===== src/rtl/pep_ks_common_param_pkg.sv =====
// Shared KS parameters plus the block-column bookkeeping and the tag carried
// alongside each output word of the KS output collector.
package pep_ks_common_param_pkg;

    localparam int LBX              = 3;
    localparam int LWE_K            = 9;
    localparam int TOTAL_BATCH_NB   = 2;
    localparam int TOTAL_BATCH_NB_W = 1;
    localparam int BPBS_ID_W        = 4;

    // Number of LBX-wide block columns needed to cover LWE_K coefficients.
    localparam int BCOL_NB = (LWE_K + LBX - 1) / LBX;
    localparam int BCOL_W  = (BCOL_NB > 1) ? $clog2(BCOL_NB) : 1;

    typedef struct packed {
        logic [TOTAL_BATCH_NB_W-1:0] batch_id;
        logic [BPBS_ID_W-1:0]        pbs_id;
        logic [BCOL_W-1:0]           bcol;
        logic                        last;
    } ks_outp_info_t;

    localparam int KS_OUTP_INFO_W = $bits(ks_outp_info_t);

    // Block-column index advance, wrapping BCOL_NB-1 back to 0.
    function automatic logic [BCOL_W-1:0] bcol_next(input logic [BCOL_W-1:0] b);
        if (b == BCOL_W'(BCOL_NB - 1)) begin
            bcol_next = '0;
        end else begin
            bcol_next = b + BCOL_W'(1);
        end
    endfunction

endpackage


===== src/rtl/pep_ks_outp_fifo.sv =====
// Generic synchronous FIFO, WIDTH x DEPTH (DEPTH a power of 2, >= 2).
// Not fall-through: a word written at an edge is visible the cycle after.
// A write while full is dropped unless a read happens in the same cycle.
// Storage is not reset; only pointers and occupancy are.
module pep_ks_outp_fifo #(
    parameter int WIDTH = 8,
    parameter int DEPTH = 8
) (
    input  logic             clk,
    input  logic             a_rst_n,
    input  logic             wr_en,
    input  logic [WIDTH-1:0] wr_data,
    input  logic             rd_en,
    output logic [WIDTH-1:0] rd_data,
    output logic             full,
    output logic             empty
);

    localparam int AW = (DEPTH > 1) ? $clog2(DEPTH) : 1;

    logic [AW-1:0]    wr_ptr_q, wr_ptr_d;
    logic [AW-1:0]    rd_ptr_q, rd_ptr_d;
    logic [AW:0]      cnt_q, cnt_d;
    logic [WIDTH-1:0] mem_q [DEPTH];
    logic [WIDTH-1:0] mem_d [DEPTH];
    logic             do_wr, do_rd;

    assign empty   = (cnt_q == '0);
    assign full    = (cnt_q == (AW+1)'(DEPTH));
    assign do_rd   = rd_en & ~empty;
    assign do_wr   = wr_en & (~full | do_rd);
    assign rd_data = mem_q[rd_ptr_q];

    // Pointer and occupancy update; pointers wrap naturally modulo DEPTH.
    always_comb begin
        wr_ptr_d = wr_ptr_q + AW'(do_wr);
        rd_ptr_d = rd_ptr_q + AW'(do_rd);
        cnt_d    = cnt_q + (AW+1)'(do_wr) - (AW+1)'(do_rd);
        mem_d    = mem_q;
        if (do_wr) begin
            mem_d[wr_ptr_q] = wr_data;
        end
    end

    // Control state, cleared by reset.
    always_ff @(posedge clk or negedge a_rst_n) begin
        if (!a_rst_n) begin
            wr_ptr_q <= '0;
            rd_ptr_q <= '0;
            cnt_q    <= '0;
        end else begin
            wr_ptr_q <= wr_ptr_d;
            rd_ptr_q <= rd_ptr_d;
            cnt_q    <= cnt_d;
        end
    end

    // Word storage, no reset.
    always_ff @(posedge clk) begin
        mem_q <= mem_d;
    end

endmodule


===== src/rtl/pep_ks_outp_collect.sv =====
// KS output collector: deskews the LBX systolic columns of the mult array,
// mod-switches OP_W -> OUT_W, tags each word with batch/pbs/block-column and
// buffers it in an output FIFO. The input side cannot be stalled, so a write
// into a full FIFO is dropped and flagged in error[0]; column misalignment or
// disagreeing column tags are flagged in error[1]. Both flags are sticky.
// Define PEP_KS_OUTP_ROUND_EN for round-half-up mod-switch (default: floor).
module pep_ks_outp_collect
    import pep_ks_common_param_pkg::*;
#(
    parameter int OP_W       = 64,
    parameter int OUT_W      = 32,
    parameter int FIFO_DEPTH = 8
) (
    input  logic                             clk,
    input  logic                             a_rst_n,
    input  logic [LBX*OP_W-1:0]              mult_outp_data,
    input  logic [LBX-1:0]                   mult_outp_avail,
    input  logic [LBX-1:0]                   mult_outp_last_pbs,
    input  logic [LBX*TOTAL_BATCH_NB_W-1:0]  mult_outp_batch_id,
    output logic [LBX*OUT_W-1:0]             outp_data,
    output logic [TOTAL_BATCH_NB_W-1:0]      outp_batch_id,
    output logic [BPBS_ID_W-1:0]             outp_pbs_id,
    output logic [BCOL_W-1:0]                outp_bcol,
    output logic                             outp_last,
    output logic                             outp_vld,
    input  logic                             outp_rdy,
    output logic [1:0]                       error
);

    localparam int TBW    = TOTAL_BATCH_NB_W;
    localparam int SH     = OP_W - OUT_W;
    localparam int FIFO_W = LBX * OUT_W + KS_OUTP_INFO_W;

    // Deskewed (combinationally aligned) column view.
    logic [LBX-1:0]           sk_avail;
    logic [LBX-1:0]           sk_last;
    logic [LBX-1:0][TBW-1:0]  sk_batch;
    logic [LBX-1:0][OP_W-1:0] sk_data;

    // Registered aligned word.
    logic [LBX-1:0]           al_avail_q, al_avail_d;
    logic [LBX-1:0]           al_last_q, al_last_d;
    logic [LBX-1:0][TBW-1:0]  al_batch_q, al_batch_d;
    logic [LBX-1:0][OP_W-1:0] al_data_q, al_data_d;

    logic [BPBS_ID_W-1:0]     pbs_id_q, pbs_id_d;
    logic [BCOL_W-1:0]        bcol_q [TOTAL_BATCH_NB];
    logic [BCOL_W-1:0]        bcol_d [TOTAL_BATCH_NB];
    logic [1:0]               err_q, err_d;

    logic                     word_en, w_last, skew_err, ovf;
    logic [TBW-1:0]           w_batch;
    logic [BCOL_W-1:0]        cur_bcol;
    logic [LBX*OUT_W-1:0]     w_data;
    ks_outp_info_t            w_info, r_info;
    logic [FIFO_W-1:0]        fifo_rd_data;
    logic                     fifo_full, fifo_empty;

    // Column x arrives x cycles after column 0, so it is delayed LBX-1-x cycles.
    for (genvar gx = 0; gx < LBX; gx++) begin : g_col
        localparam int DLY = LBX - 1 - gx;
        if (DLY == 0) begin : g_direct
            assign sk_avail[gx] = mult_outp_avail[gx];
            assign sk_last[gx]  = mult_outp_last_pbs[gx];
            assign sk_batch[gx] = mult_outp_batch_id[gx*TBW +: TBW];
            assign sk_data[gx]  = mult_outp_data[gx*OP_W +: OP_W];
        end else begin : g_dly
            logic [DLY-1:0]           avail_q, avail_d;
            logic [DLY-1:0]           last_q, last_d;
            logic [DLY-1:0][TBW-1:0]  batch_q, batch_d;
            logic [DLY-1:0][OP_W-1:0] data_q, data_d;

            // Shift line: stage 0 takes the live column input.
            always_comb begin
                avail_d[0] = mult_outp_avail[gx];
                last_d[0]  = mult_outp_last_pbs[gx];
                batch_d[0] = mult_outp_batch_id[gx*TBW +: TBW];
                data_d[0]  = mult_outp_data[gx*OP_W +: OP_W];
                for (int s = 1; s < DLY; s++) begin
                    avail_d[s] = avail_q[s-1];
                    last_d[s]  = last_q[s-1];
                    batch_d[s] = batch_q[s-1];
                    data_d[s]  = data_q[s-1];
                end
            end

            // Valid bits are reset so no stale word survives a reset.
            always_ff @(posedge clk or negedge a_rst_n) begin
                if (!a_rst_n) begin
                    avail_q <= '0;
                end else begin
                    avail_q <= avail_d;
                end
            end

            // Payload of the delay line, no reset.
            always_ff @(posedge clk) begin
                last_q  <= last_d;
                batch_q <= batch_d;
                data_q  <= data_d;
            end

            assign sk_avail[gx] = avail_q[DLY-1];
            assign sk_last[gx]  = last_q[DLY-1];
            assign sk_batch[gx] = batch_q[DLY-1];
            assign sk_data[gx]  = data_q[DLY-1];
        end
    end

    // Aligned-word register inputs.
    always_comb begin
        al_avail_d = sk_avail;
        al_last_d  = sk_last;
        al_batch_d = sk_batch;
        al_data_d  = sk_data;
    end

    // Aligned valid vector, cleared by reset.
    always_ff @(posedge clk or negedge a_rst_n) begin
        if (!a_rst_n) begin
            al_avail_q <= '0;
        end else begin
            al_avail_q <= al_avail_d;
        end
    end

    // Aligned payload, no reset.
    always_ff @(posedge clk) begin
        al_last_q  <= al_last_d;
        al_batch_q <= al_batch_d;
        al_data_q  <= al_data_d;
    end

    // Skew check; column 0 decides whether a word exists and supplies its tags.
    always_comb begin
        logic fld_mis;
        fld_mis = 1'b0;
        for (int x = 1; x < LBX; x++) begin
            if ((al_last_q[x] != al_last_q[0]) || (al_batch_q[x] != al_batch_q[0])) begin
                fld_mis = 1'b1;
            end
        end
        skew_err = ((|al_avail_q) & ~(&al_avail_q)) | ((&al_avail_q) & fld_mis);
        word_en  = al_avail_q[0];
        w_last   = al_last_q[0];
        w_batch  = al_batch_q[0];
    end

    // Per-coefficient mod-switch OP_W -> OUT_W.
    for (genvar gx = 0; gx < LBX; gx++) begin : g_msw
`ifdef PEP_KS_OUTP_ROUND_EN
        if (SH > 0) begin : g_rnd
            logic [OP_W-1:0] sum;
            assign sum = al_data_q[gx] + (OP_W'(1) << (SH - 1));
            assign w_data[gx*OUT_W +: OUT_W] = sum[OP_W-1 -: OUT_W];
        end else begin : g_same
            assign w_data[gx*OUT_W +: OUT_W] = al_data_q[gx][OP_W-1 -: OUT_W];
        end
`else
        assign w_data[gx*OUT_W +: OUT_W] = al_data_q[gx][OP_W-1 -: OUT_W];
        if (SH > 0) begin : g_lsb
            logic unused_lsb;
            assign unused_lsb = ^al_data_q[gx][SH-1:0];
        end
`endif
    end

    // Tag construction and counter advance; counters move even if the FIFO drops the word.
    always_comb begin
        cur_bcol = '0;
        for (int b = 0; b < TOTAL_BATCH_NB; b++) begin
            if (w_batch == TBW'(b)) begin
                cur_bcol = bcol_q[b];
            end
        end

        w_info.batch_id = w_batch;
        w_info.pbs_id   = pbs_id_q;
        w_info.bcol     = cur_bcol;
        w_info.last     = w_last & (cur_bcol == BCOL_W'(BCOL_NB - 1));

        pbs_id_d = pbs_id_q;
        bcol_d   = bcol_q;
        if (word_en) begin
            pbs_id_d = w_last ? '0 : (pbs_id_q + BPBS_ID_W'(1));
            for (int b = 0; b < TOTAL_BATCH_NB; b++) begin
                if (w_last && (w_batch == TBW'(b))) begin
                    bcol_d[b] = bcol_next(bcol_q[b]);
                end
            end
        end

        // A write landing on a full FIFO is only lost when no read frees a slot.
        ovf   = word_en & fifo_full & ~(outp_rdy & ~fifo_empty);
        err_d = err_q | {skew_err, ovf};
    end

    // Counters and sticky error flags.
    always_ff @(posedge clk or negedge a_rst_n) begin
        if (!a_rst_n) begin
            pbs_id_q <= '0;
            err_q    <= '0;
            for (int b = 0; b < TOTAL_BATCH_NB; b++) begin
                bcol_q[b] <= '0;
            end
        end else begin
            pbs_id_q <= pbs_id_d;
            err_q    <= err_d;
            bcol_q   <= bcol_d;
        end
    end

    pep_ks_outp_fifo #(
        .WIDTH (FIFO_W),
        .DEPTH (FIFO_DEPTH)
    ) u_fifo (
        .clk     (clk),
        .a_rst_n (a_rst_n),
        .wr_en   (word_en),
        .wr_data ({w_data, w_info}),
        .rd_en   (outp_rdy),
        .rd_data (fifo_rd_data),
        .full    (fifo_full),
        .empty   (fifo_empty)
    );

    assign r_info        = ks_outp_info_t'(fifo_rd_data[KS_OUTP_INFO_W-1:0]);
    assign outp_data     = fifo_rd_data[FIFO_W-1 -: LBX*OUT_W];
    assign outp_batch_id = r_info.batch_id;
    assign outp_pbs_id   = r_info.pbs_id;
    assign outp_bcol     = r_info.bcol;
    assign outp_last     = r_info.last;
    assign outp_vld      = ~fifo_empty;
    assign error         = err_q;

endmodule


===== config.mk =====
export PLATFORM = sky130hd
export DESIGN_NAME = pep_ks_outp_collect
export DESIGN_NICKNAME = d
export VERILOG_FILES = /design/src/rtl/pep_ks_common_param_pkg.sv /design/src/rtl/pep_ks_outp_fifo.sv /design/src/rtl/pep_ks_outp_collect.sv
export SDC_FILE = /design/constraint.sdc
export NUM_CORES = 1
export LEC_CHECK = 0
export ABC_AREA = 1
export CORE_MARGIN = 5
export CORE_UTILIZATION = 30
export CTS_BUF_LIST = sky130_fd_sc_hd__clkbuf_4 sky130_fd_sc_hd__clkbuf_8 sky130_fd_sc_hd__clkbuf_16
export DETAILED_ROUTE_END_ITERATION = 12
export DONT_BUFFER_PORTS = 1
export HOLD_SLACK_MARGIN = 0.1
export SLEW_MARGIN = 20
export SYNTH_ARGS = -nofsm -noshare
export SYNTH_HDL_FRONTEND = slang
export SYNTH_SLANG_ARGS = --single-unit

===== constraint.sdc =====
create_clock -name clk -period 15.6 [get_ports clk]
set_input_delay 1.56 -clock clk [delete_from_list [all_inputs] [get_ports clk]]
set_output_delay 1.56 -clock clk [all_outputs]
set_load 0.02 [all_outputs]

**Word level (Yosys, flattened, before mapping)**

Index checks and enable logic that the tools add are counted.

- Register bits: 1,254
- Latch bits: 0
- Memory bits (writable): 0
- Bits in read-only memories: 0
- Bits of input ports: 204
- Output and inout bits: 107
- Word-level logic and storage cells: 90
- Memories kept: 0

- Add/sub/neg operators: 7
- Multiply operators: 0
- Div/mod/pow operators: 0
- Magnitude comparators: 3
- Eq/ne operators: 8
- Shift operators: 0
- Mux-type cells: 12
- Bitwise gates (word level): 17
- Reduce and logical (&&, ||, !) cells: 10

Operators with widths:

| operator | number |
|---|---|
| $bwmux 832 | 1 |
| $bmux 104 s3 | 1 |
| $demux 104 s3 | 1 |
| $mux 104 | 3 |
| $ge 4x4->1 const B | 2 |
| $not 3->4 | 2 |
| $and 1x1->1 | 7 |
| $add 3x1->3 | 2 |
| $eq 2x2->1 const B | 3 |
| $mux 2 | 3 |
| $not 1->1 | 5 |
| $add 2x1->2 const B | 2 |
| $add 4x1->4 | 1 |
| $add 4x1->4 const B | 1 |
| $eq 4x4->1 const B | 1 |
| $logic_not 4->1 | 1 |
| $lt 4x1->1 const B | 1 |
| $mux 4 | 1 |
| $ne 1x1->1 | 4 |
| $reduce_and 2->1 | 2 |
| $sub 4x1->4 | 1 |
| $logic_and 1x1->1 | 3 |
| $reduce_and 3->1 | 1 |
| $reduce_or 3->1 | 1 |
| 4 further kinds | 7 |

**Longest topological paths before layout**

- Word-level depth: 7
- Depth in mapped cells: 11
- Mapped depth without buffers: 11

**Hierarchy**

From an unflattened synthesis, not the netlist that was laid out.

- Cell total of the unflattened synthesis: 3,932
- Area total of the unflattened synthesis: 41,384.7 um^2

Modules (own cells, without submodules):

| module | instances | cells each | area an instance (um^2) | sequential area each (um^2) |
|---|---|---|---|---|
| pep_ks_outp_fifo | 1 | 3,657 | 36,638.9 | 25,234.2 |
| pep_ks_outp_collect | 1 | 275 | 4,745.8 | 4,484.3 |

**Least setup slack after synthesis**

Ideal clock, no wire load.

- Kind: input-to-reg
- From: in outp_rdy
- To: reg u_fifo.mem_q[0] in the netlist's numbering (enable)
- Setup time: 0.568 ns
- Arrival: 6.204 ns
- Data required time: 15.032 ns
- Slack: 8.828 ns
- Cell stages on the path: 4
- Buffers on the path: 0
- Cell sequence: nand2_1 > nand2_1 > nand2_1 > nor2_1

- Longest elaborated chain between the ends: 3

RTL lines:

| item | RTL line | text |
|---|---|---|
| from (decl) | pep_ks_outp_collect.sv:26 | `input logic outp_rdy,` |
| $and 1x1->1 | pep_ks_outp_fifo.sv:30 | `assign do_rd = rd_en & ~empty;` |
| $or 1x1->1 | pep_ks_outp_fifo.sv:31 | `assign do_wr = wr_en & (~full \| do_rd);` |
| $and 1x1->1 | pep_ks_outp_fifo.sv:31 |  |
| to (signal assigned) | pep_ks_outp_fifo.sv:60 | `mem_q <= mem_d;` |
| to (decl) | pep_ks_outp_fifo.sv:24 | `logic [WIDTH-1:0] mem_q [DEPTH];` |

Every way passes these cells.
A chain may end at the register's enable or synchronous reset.

**Worst setup path in the final report**

- From: reg u_fifo.rd_ptr_q[1]
- To: out outp_data[43]

- Longest elaborated chain between the ends: 4

RTL lines:

| item | RTL line | text |
|---|---|---|
| from (decl) | pep_ks_outp_fifo.sv:22 | `logic [AW-1:0] rd_ptr_q, rd_ptr_d;` |
| from (signal assigned) | pep_ks_outp_fifo.sv:53 | `rd_ptr_q <= rd_ptr_d;` |
| $not 3->4 (not written as such) | pep_ks_outp_fifo.sv:32 | `assign rd_data = mem_q[rd_ptr_q];` |
| $bmux 104 s3 | pep_ks_outp_fifo.sv:32 |  |
| $mux 104 (not written as such) (2 in a row) | pep_ks_outp_fifo.sv:32 |  |
| to (decl) | pep_ks_outp_collect.sv:20 | `output logic [LBX*OUT_W-1:0] outp_data,` |

Every way passes these cells. The select of a mux whose other input is x is not followed.

==> metrics list <==
- The critical path starts at u_fifo.rd_ptr_q[1].
- Die boundary width: 367 um
- Number of nets still failing antenna checks after routing: 0
- Data arrives at the worst endpoint at 4.03 ns.
- Category of the most critical setup path: register to output port
* R2R setup slack: 11.97 ns
- Effective utilization at floorplan: 30.1%
* Maximum root-to-sink buffer count: 3
* Standard-cell row count: 131
- Max Fclk: 179 MHz
* Part of the Yosys area used for sequential elements: 77.6%
- Fraction of power consumed by the clock network: 30.9%
* HPWL after DPL: 44.1 mm
* Floorplan core area: 0.127 sq mm
- The count of buffers added on input and output ports is 0.
* Crit path setup slack, layout: 10.01 ns
- Number of hold-repair buffers added at the cts stage: 0
- The floorplan step defined a die boundary enclosing 0.135 sq mm.
- TritonCTS built the clock tree.
- Slew at the pin closest to its max-slew limit: 1.03 ns
- Count of cells along the worst register-to-register path: 9
- The min-delay analysis places its worst path in the category register to register.
* Setup tns final: 0 ns
- Die height: 367 um
* Result of the run: finished, final reports clean
* Required time of the critical path: 14.04 ns
* Share of the clock period used by the worst path after layout: 35.8%
- For this run, the number of Yosys warnings is 0.
- Endpoint class of the critical path: output port
- Prior to clock tree synthesis, the placed netlist has a worst setup slack of 10.69 ns.
- Vias in the first global route: 21100
- The most critical setup path has its endpoint at outp_data[43].
- For this run, the post-layout net count is 3302.
* Number of buffers created by CTS: 111
- The average instance in the mapped netlist occupies 12.3 sq um.
- Per-cell via count in the routed design: 4.46
- Net switching is 36.4% of the power.
- Peak supply drop: 0.150 mV
- The top cell types in the final layout, fill and taps aside, are 841 x nor2_1, 832 x edfxtp_1, 538 x nand2_1, 282 x o21ai_1, 204 x dfxtp_1.
- After technology mapping, the gate count stands at 3102.
- Entering global routing, the biggest net connects 193 pins.
- The cell sitting at the root of the clock tree is a clkbuf_16.
- Global routing consumed, over all layers together, 12.6% of the routing resources.
* Endpoint of the worst register-to-register path: u_fifo.mem_q[603]
* Routed len/inst: 17.8 um
- For this design the total switching power over the nets is 0.00332 W.
- Total standard cell area after synthesis: 0.0383 sq mm
- Startpoint of the most critical register-to-register path: u_fifo.cnt_q[2]
- Final Setup Violations: 0
* Most common library cell in the layout ignoring fill and taps: nor2_1
- Number of sinks handled by clock tree synthesis: 1062
- Syn Nets: 3317
- Global routing finished with a remaining overflow of 0.
* Power Dens Cells: 207 mW/mm^2
- Number of antenna violations at the first check in global routing: 10
* Fraction of power consumed by sequential logic: 39.8%
- 311 I/O pins were placed.
- Hold Violations, Final: 0
- In the final layout, the share of cells above drive strength 1 is 7.97%.
- Of all nets on the critical path, the largest fanout is 64.
- Max-cap violations in this run came to 0.
- RSZ-0062 raised after global routing: false
* Worst setup skew after layout: 0.0201 ns
- Routability Congestion: 0.706
* Leakage power summed over all cells: 15.9 nW
* Part of the power in combinational logic: 29.3%
- Final period demand of the worst path: 5.59 ns
- Counting distinct cell types in the post-synthesis netlist gives 26.
* Post-CTS setup-driven buffer insertion count: 0
- The internal power of the cells totals 0.00580 W.
- The routed layout has 21700 vias.
- Post-CTS repair changed the size of 0 cells.
* DRC Markers: 0
- After clock tree synthesis, the clock-pin slew on the worst setup and hold paths is 0.06 ns.
- The later pin in the worst-skew pair is clocked with a latency of 0.71 ns.
- The first global-routing pass estimated 130 mm of wire.
- For this block, the routed nets add up to 86.4 mm of wire.
* Worst slew margin: 31.2%
* Number of synthesized register bits: 1062
* DR pass1 iterations: 5
- The first routing iteration left 1345 violations.
- Area Growth Syn to Fin: 14.9%
* Maximum level of the CTS H-tree: 3
- The final-report max-slew violation count is 0.
* Worst Setup Start Kind: register
## metal layers
metal | vias to the layer above | routed length, um | global-route usage (%)
met5 | - | 0 | 0
met2 | 470 | 42300 | 21.5
met1 | 10500 | 36500 | 15.3
met3 | 156 | 5280 | 3.69
li1 | 10600 | - | -
met4 | 0 | 2340 | 4.07
## layout make-up
class,count,area (sq um)
Antenna cell,7,17.5
Inverter,25,109
Sequential cell,1062,29700
Tap cell,1662,2080
Fill cell,12200,83200
Multi-Input combinational cell,1853,7710
Clock inverter,47,551
Clock buffer,165,3510
Timing Repair Buffer,34,280
## cell usage after synthesis (all sizes together)
cell    count  area (sq um)
xor2        2          17.5
nor3        1          5.00
o21bai      1          7.51
fa          1          20.0
nor2      849          3190
o21ai     424          2120
buf        93           544
dfxtp     204          4080
nand3      15          75.1
a21oi       7          35.0
ha         10           125
nand2     538          2020
xnor2       2          17.5
edfxtp    832         25000
nand4       1          6.26
and3b       1          8.76
dfrtp      26           651
clkbuf     69           269
nor3b       1          7.51
inv        25          93.8
## sequential cells by signal, summed over array words and instances, names as in the netlist, 4 cells and up
signal and count:
al_data_d 32, al_data_q 96, bcol_q 4, g_col.g_dly.data_d 32, g_col.g_dly.data_q 32, pbs_id_q 4
u_fifo.cnt_q 4, u_fifo.mem_q 832
## worst min-delay path by stage
stage,start,to,slack [ns],depth (start not counted)
after floorplan,g_col[0].g_dly.batch_d[1],al_batch_d[0],0.31,0
after global placement,g_col[1].g_dly.data_q[44],al_data_q[108],0.31,0
after detailed placement,g_col[0].g_dly.data_d[119],al_data_d[55],0.31,0
after CTS,g_col[1].g_dly.data_q[53],al_data_q[117],0.31,0
after global routing,g_col[1].g_dly.data_q[53],al_data_q[117],0.32,0
final,g_col[1].g_dly.data_q[60],al_data_q[124],0.33,0
## cells by family (layout without fill, tap and decap cells)
family                     count (synthesis)  after routing  synth area share [%]
adders and majority gates                 11             11                 0.379
buffers and inverters                    187            271                  2.37
other                                      0              7                     0
xor gates and xnor gates                   4              4                0.0915
and+or+nand+nor                         1406           1406                  13.9
DFF                                     1062           1062                  77.6
AOI/OAI and AO/OA                        432            432                  5.65
## worst max-delay path, stage by stage (launching register included)
cell and delay, ns:
dfrtp_4 0.74, inv_6 0.38, buf_4 0.75, buf_4 0.70, nor2_1 0.10, o21ai_0 0.11, nand2_1 0.08, nand2_1 0.06
nand2_1 0.25
## metrics by stage
| step | cell area (sq um) | hold slack [ns] | cells | total power (W) | utilization (%) |
|---|---|---|---|---|---|
| after detailed placement | 39900 | 0.312 | 4636 | 0.00643 | 31.4 |
| after floorplan | 38300 | 0.310 | 3102 | 0.00570 | - |
| final | 44000 | 0.325 | 4855 | 0.00912 | 34.6 |
| after global placement | 39900 | 0.310 | 4636 | 0.00640 | 31.4 |
| after global routing | 44000 | 0.325 | 4851 | 0.00970 | 34.6 |
| after CTS | 44000 | 0.315 | 4848 | 0.00927 | 34.6 |
## power groups by stage
stage	logic [W]	registers [W]	clock network (W)
3_3_place_gp	0.00271	0.00368	0
4_1_cts	0.00274	0.00364	0.00289
5_1_grt	0.00302	0.00367	0.00302
6_report	0.00267	0.00363	0.00282
3_5_place_dp	0.00274	0.00370	0
2_1_floorplan	0.00205	0.00365	0
No activity file was read; power rests on OpenSTA's default activity.
